### src/rtl/count_seq_if.sv
// Control/load/status bundle between the count_seq wrapper and its user.
interface count_seq_if #(
    parameter int unsigned WIDTH = 16
);
    logic             preset;
    logic             ld_valid;
    logic             ld_ready;
    logic [WIDTH-1:0] ld_data;
    logic             start;
    logic             stop;
    logic             tick;
    logic             auto_reload;
    logic [WIDTH-1:0] cnt;
    logic             busy;
    logic             done;
    logic             tc_pulse;

    // Controller side: drives requests, observes status.
    modport master (
        output preset, ld_valid, ld_data, start, stop, tick, auto_reload,
        input  ld_ready, cnt, busy, done, tc_pulse
    );

    // Counter side.
    modport slave (
        input  preset, ld_valid, ld_data, start, stop, tick, auto_reload,
        output ld_ready, cnt, busy, done, tc_pulse
    );
endinterface

### src/rtl/count_seq.sv
// Loadable down-counter with reload register and IDLE/ARMED/RUN/DONE control.
// Every output is registered; status flags are derived from the next state.
module count_seq #(
    parameter int unsigned      WIDTH      = 16,
    parameter logic [WIDTH-1:0] PRESET_VAL = '1
) (
    input logic        clk,
    input logic        rst_n,
    count_seq_if.slave bus
);

    typedef enum logic [1:0] {
        S_IDLE  = 2'd0,
        S_ARMED = 2'd1,
        S_RUN   = 2'd2,
        S_DONE  = 2'd3
    } state_t;

    state_t           state_q, state_d;
    logic [WIDTH-1:0] cnt_q, cnt_d;
    logic [WIDTH-1:0] rld_q, rld_d;
    logic             tc_q, tc_d;
    logic             busy_q, done_q, ld_ready_q;
    logic             ld_fire;

    // ld_ready_q already mirrors "state is not RUN", so no load is taken in RUN.
    assign ld_fire = bus.ld_valid && ld_ready_q;

    // Next-state: preset > load > stop > start > tick.
    always_comb begin
        state_d = state_q;
        cnt_d   = cnt_q;
        rld_d   = rld_q;
        tc_d    = 1'b0;
        if (bus.preset) begin
            cnt_d   = PRESET_VAL;
            state_d = S_IDLE;
        end else if (ld_fire) begin
            cnt_d   = bus.ld_data;
            rld_d   = bus.ld_data;
            state_d = S_ARMED;
        end else begin
            unique case (state_q)
                S_IDLE: ;
                S_ARMED: begin
                    if (bus.start) state_d = S_RUN;
                end
                S_RUN: begin
                    if (bus.stop) begin
                        state_d = S_ARMED;
                    end else if (bus.tick) begin
                        if (cnt_q == '0) begin
                            tc_d = 1'b1;
                            if (bus.auto_reload) begin
                                cnt_d = rld_q;
                            end else begin
                                cnt_d   = PRESET_VAL;
                                state_d = S_DONE;
                            end
                        end else begin
                            cnt_d = cnt_q - WIDTH'(1);
                        end
                    end
                end
                S_DONE: begin
                    if (bus.start) begin
                        cnt_d   = rld_q;
                        state_d = S_RUN;
                    end
                end
                default: state_d = S_IDLE;
            endcase
        end
    end

    // State, datapath and registered status.
    always_ff @(posedge clk or negedge rst_n) begin
        if (!rst_n) begin
            state_q    <= S_IDLE;
            cnt_q      <= PRESET_VAL;
            rld_q      <= PRESET_VAL;
            tc_q       <= 1'b0;
            busy_q     <= 1'b0;
            done_q     <= 1'b0;
            ld_ready_q <= 1'b1;
        end else begin
            state_q    <= state_d;
            cnt_q      <= cnt_d;
            rld_q      <= rld_d;
            tc_q       <= tc_d;
            busy_q     <= (state_d == S_RUN);
            done_q     <= (state_d == S_DONE);
            ld_ready_q <= (state_d != S_RUN);
        end
    end

    assign bus.cnt      = cnt_q;
    assign bus.busy     = busy_q;
    assign bus.done     = done_q;
    assign bus.tc_pulse = tc_q;
    assign bus.ld_ready = ld_ready_q;

endmodule

### src/flat_wrapper.sv
// flat-port wrapper written by rule: the top's interface ports become plain ports
module count_seq_flat 
#(
    parameter int unsigned      WIDTH      = 16,
    parameter logic [WIDTH-1:0] PRESET_VAL = '1
)
  (clk, rst_n, bus_preset, bus_ld_valid, bus_ld_data, bus_start, bus_stop, bus_tick, bus_auto_reload, bus_ld_ready, bus_cnt, bus_busy, bus_done, bus_tc_pulse);
  count_seq_if #(.WIDTH(WIDTH)) bus_i ();
  input logic clk;
  input logic rst_n;
  input wire logic [$bits(bus_i.preset)-1:0] bus_preset;
  input wire logic [$bits(bus_i.ld_valid)-1:0] bus_ld_valid;
  input wire logic [$bits(bus_i.ld_data)-1:0] bus_ld_data;
  input wire logic [$bits(bus_i.start)-1:0] bus_start;
  input wire logic [$bits(bus_i.stop)-1:0] bus_stop;
  input wire logic [$bits(bus_i.tick)-1:0] bus_tick;
  input wire logic [$bits(bus_i.auto_reload)-1:0] bus_auto_reload;
  output wire logic [$bits(bus_i.ld_ready)-1:0] bus_ld_ready;
  output wire logic [$bits(bus_i.cnt)-1:0] bus_cnt;
  output wire logic [$bits(bus_i.busy)-1:0] bus_busy;
  output wire logic [$bits(bus_i.done)-1:0] bus_done;
  output wire logic [$bits(bus_i.tc_pulse)-1:0] bus_tc_pulse;
  assign bus_i.preset = bus_preset;
  assign bus_i.ld_valid = bus_ld_valid;
  assign bus_i.ld_data = bus_ld_data;
  assign bus_i.start = bus_start;
  assign bus_i.stop = bus_stop;
  assign bus_i.tick = bus_tick;
  assign bus_i.auto_reload = bus_auto_reload;
  assign bus_ld_ready = bus_i.ld_ready;
  assign bus_cnt = bus_i.cnt;
  assign bus_busy = bus_i.busy;
  assign bus_done = bus_i.done;
  assign bus_tc_pulse = bus_i.tc_pulse;
  count_seq #(.WIDTH(WIDTH), .PRESET_VAL(PRESET_VAL)) u_core (.clk(clk), .rst_n(rst_n), .bus(bus_i));
endmodule
### config.mk
export PLATFORM = sky130hd
export DESIGN_NAME = count_seq_flat
export DESIGN_NICKNAME = d
export VERILOG_FILES = /design/src/rtl/count_seq_if.sv /design/src/rtl/count_seq.sv /design/src/flat_wrapper.sv
export SDC_FILE = /design/constraint.sdc
export NUM_CORES = 1
export LEC_CHECK = 0
export ABC_CLOCK_PERIOD_IN_PS = 2200
export CAP_MARGIN = 15
export CORE_MARGIN = 1
export CORE_UTILIZATION = 40
export CTS_BUF_LIST = sky130_fd_sc_hd__clkbuf_16
export CTS_CLUSTER_SIZE = 12
export DETAILED_ROUTE_END_ITERATION = 10
export GPL_TIMING_DRIVEN = 0
export PLACE_DENSITY_LB_ADDON = 0.05
export SYNTH_ARGS = -nofsm -noshare
export SYNTH_HDL_FRONTEND = slang
export SYNTH_SLANG_ARGS = --single-unit
### constraint.sdc
create_clock -name clk -period 2.2 [get_ports clk]
set_clock_uncertainty 0.2 [all_clocks]
set_input_delay 0.33 -clock clk [delete_from_list [all_inputs] [get_ports clk]]
set_output_delay 0.33 -clock clk [all_outputs]
set_load 0.005 [all_outputs]
==> results by group <==
Drt
  • Vias/cell: 5.587
  • Wire per inst: 16.73 um
  • Post-route DRC: 0
  • WL final: 6.273 mm
  • Remaining antenna violation count: 0
  • Via count: 2,095
  • DRT iter0 DRCs: 88
  • TritonRoute pass-1 iters: 4

Power and ir drop
  • P_int: 1.403 mW
  • LEAKAGE: 1.223 nW
  • Sw Pwr: 481.7 uW
  • Logic pwr share: 17.4%
  • Clock network power share: 35.7%
  • Switching Share: 25.56%
  • Power density over the cells: 602.8 nW/um2
  • Reg power frac: 46.8%
  • Post-layout total power: 1.885 mW
  • Peak VDD IR: 0.0002927 V

Synthesis
  • Area leader, netlist: dfstp_2
  • Main combinational cell family by area after synthesis: simple AND/OR/NAND/NOR gates
  • Post-synth EDFFs: 0
  • Top cells by area, synth: dfstp_2 38%, mux2_2 7.8%, nor2_1 5.6%, dfrtp_1 5.4%, a21oi_1 4.8%
  • Dominant synthesized flop cell: dfstp_2
  • Synth Area in Adders: 1.089%
  • Mapped Area: 2297 um2
  • Most frequent cell after synthesis: nor2_1
  • Most common library cells after synthesis: 34 x nor2_1, 33 x dfstp_2, 22 x a21oi_1
  • Post-synth top area share: 37.75%
  • Compound-Gate Fraction of Synth Area: 19.72%
  • Multiplexer share of the synthesized area: 7.843%
  • Asr flop ratio synth: 100.0%
  • Post-synthesis sequential area ratio: 43.19%
  • Post-synth cell types: 46
  • Synthesis-stage register bit count: 38
  • Yosys synthesis warning count: 0
  • Average cell area after synthesis: 9.572 um2
  • Post-Synth XOR/XNOR Area: 4.194%
  • Synthesized Nets: 266
  • Mapped Cells: 240
  • Post-Synth Simple-Gate Area: 20.48%

GRT
  • Overflow after GRT: 0
  • Number of global-route vias before repair: 1,995
  • Total Routing Usage GR: 22.05%
  • Global-route wire length before repair: 10.21 mm
  • Antenna violations before repair: 0
  • Largest net degree at the start of global routing: 39

STA
  • Fin crit share: 97.20%
  • Worst-Margin Slew: 0.8379 ns
  • Rel. slew slack: 44.14%
  • PnR worst setup slack: 0.06165 ns
  • Slew Viols, Final: 0
  • Final setup fails: 0
  • Peak Freq: 467.7 MHz
  • Post-route setup TNS: 0 ns
  • Crit path time final: 2.138 ns
  • Fin. Hold Viols: 0
  • RSZ-0062 raised after global routing: yes

Run status
  • Status: finished, final reports clean

Die
  • Top Ports: 44
  • Starting density of the core: 41.72%
  • Horiz. Die Dim: 77.78 um
  • Die footprint: 6050 um2
  • # rows: 27
  • Core area: 5507 um2
  • Chip height: 77.78 um

Cells and area
  • Layout area overhead: 36.11%
  • Diode count: 0
  • Non-Filler Instances: 375
  • Layout cell share with drive strength beyond 1: 31.35%
  • Post-Route Utilization: 56.78%
  • Nets: 328

Critical path
  • Critical path capture point type: register
  • Crit Path Category: primary input to register
  • Worst-path maximum fanout: 10
  • Startpoint type of the worst setup path: primary input
  • Crit-path max cell delay: 0.52 ns
  • Critical Path Slowest Stage Cell: clkdlybuf4s50_1
  • Critical path cell sequence: clkdlybuf4s50_1 -> nand4bb_1 -> and2_1 -> buf_2 -> a21oi_1 -> o22ai_1 -> a21oi_1
  • Arrival @ worst endpoint: 2.15 ns
  • Cell mode on critical path: a21oi_1
  • Critical path required time: 2.21 ns

Placement
  • Dpl cells: 355
  • Port buffer count: 43
  • Setup WS pre-CTS: -0.5477 ns
  • GP Congestion: 0.8986
  • Final HPWL DP: 4.207 mm

Clock tree
  • Clock root cell: clkbuf_16
  • Worst-path clk slew: 0.06 ns
  • CTS tree: done
  • Sink Count: 38
  • CTS Buf Count: 5
  • Number of H-tree levels: 2
  • Deepest clock path buffer count: 2
  • Clock Latency Late Sink: 0.28 ns

Hold path
  • Worst Hold Class: register to register

Job
  • Number of max-cap violations: 0
## registers in the layout, summed over array words and instances (netlist names)
register and count:
u_core.bus.done 1, u_core.bus.tc_pulse 1, u_core.bus.ld_ready 1, u_core.rld_q 16, u_core.bus.busy 1, u_core.bus.cnt 16, u_core.state_q 2
## routing by layer
metal,GRT usage (%),wire length (um)
met1,30.18,2925
met2,34.96,2863
met3,3.176,395
met4,8.679,89
met5,0,0
## power by group through the flow
stage	Sequential [mW]	Combinational [mW]	Clock, mW
2_1_floorplan	0.872	0.169	0
3_3_place_gp	0.888	0.306	0
3_5_place_dp	0.889	0.309	0
4_1_cts	0.879	0.312	0.689
5_1_grt	0.894	0.364	0.714
6_report	0.883	0.329	0.673
## cells by family (layout without fill, tap and decap cells)
| family | Yosys count | in the layout |
|---|---|---|
| multiplexers | 16 | 16 |
| buffers and inverters | 18 | 81 |
| AND/OR/NAND/NOR | 87 | 87 |
| XOR/XNOR | 11 | 11 |
| AO/OA/AOI/OAI | 68 | 68 |
| flip-flops | 38 | 38 |
| adder cells (fa/ha/maj) | 2 | 2 |
## path summary, 6_finish.rpt
path	startpoint	slack, ns	cells after the start	end
worst min register to register	u_core.rld_q[10]	0.35	2	u_core.bus.cnt[10]
min in group asynchronous	rst_n	0.51	2	u_core.state_q[1]
worst min-delay path	u_core.rld_q[10]	0.35	2	u_core.bus.cnt[10]
max in group asynchronous	rst_n	0.78	2	u_core.bus.tc_pulse
worst max register to register	u_core.bus.cnt[1]	0.09	7	u_core.bus.cnt[7]
worst max-delay path	bus_stop	0.06	7	u_core.bus.cnt[11]
## cell usage in the layout (no fill, tap or decap), types with 6 or more instances in the layout
master           netlist  layout
a21o_1                 6       6
a21oi_1               22      22
a31oi_1                7       7
buf_4                  1      15
clkdlybuf4s50_1        0      42
dfstp_2               33      33
inv_1                  5       6
mux2_2                16      16
nand2_1               10      10
nand3_1                7       7
nand4_1                6       6
nor2_1                34      34
nor3_1                 6       6
o21ai_0                9       7
o22ai_1                6       6
xor2_1                 6       6
## timing repair
action / 4_1_cts / 5_1_grt
pin swaps: 4 / 7
hold buffers: 1 / 0
endpoints found under the setup margin: 30 / 28
resized for setup: 7 / 16
setup buffers: 6 / 8
hold endpoints to repair: 5 / 0
## critical path: cells and delay by family
family | cells | cell delay [ns]
AOI/OAI and AO/OA | 3 | 0.34
buffers and inverters | 2 | 0.85
and+or+nand+nor | 2 | 0.62
## stage by stage
step	hold WS, ns	area (um2)
after global placement	0.3360	2818
after floorplan	-0.1656	2297
final	0.3466	3127
after CTS	0.3383	3013
after detailed placement	0.2903	2813
after global routing	0.3626	3127
## final cells by class
cell class	instances	area [um2]
Buffer	10	60.06
Tap cell	72	90.09
Clock buffer	5	125.1
Timing Repair Buffer	58	540.5
Fill cell	489	2380
Clock inverter	3	11.26
Multi-Input combinational cell	184	1289
Inverter	5	18.77
Sequential cell	38	992.2
Power figures use the tool's default switching activity.
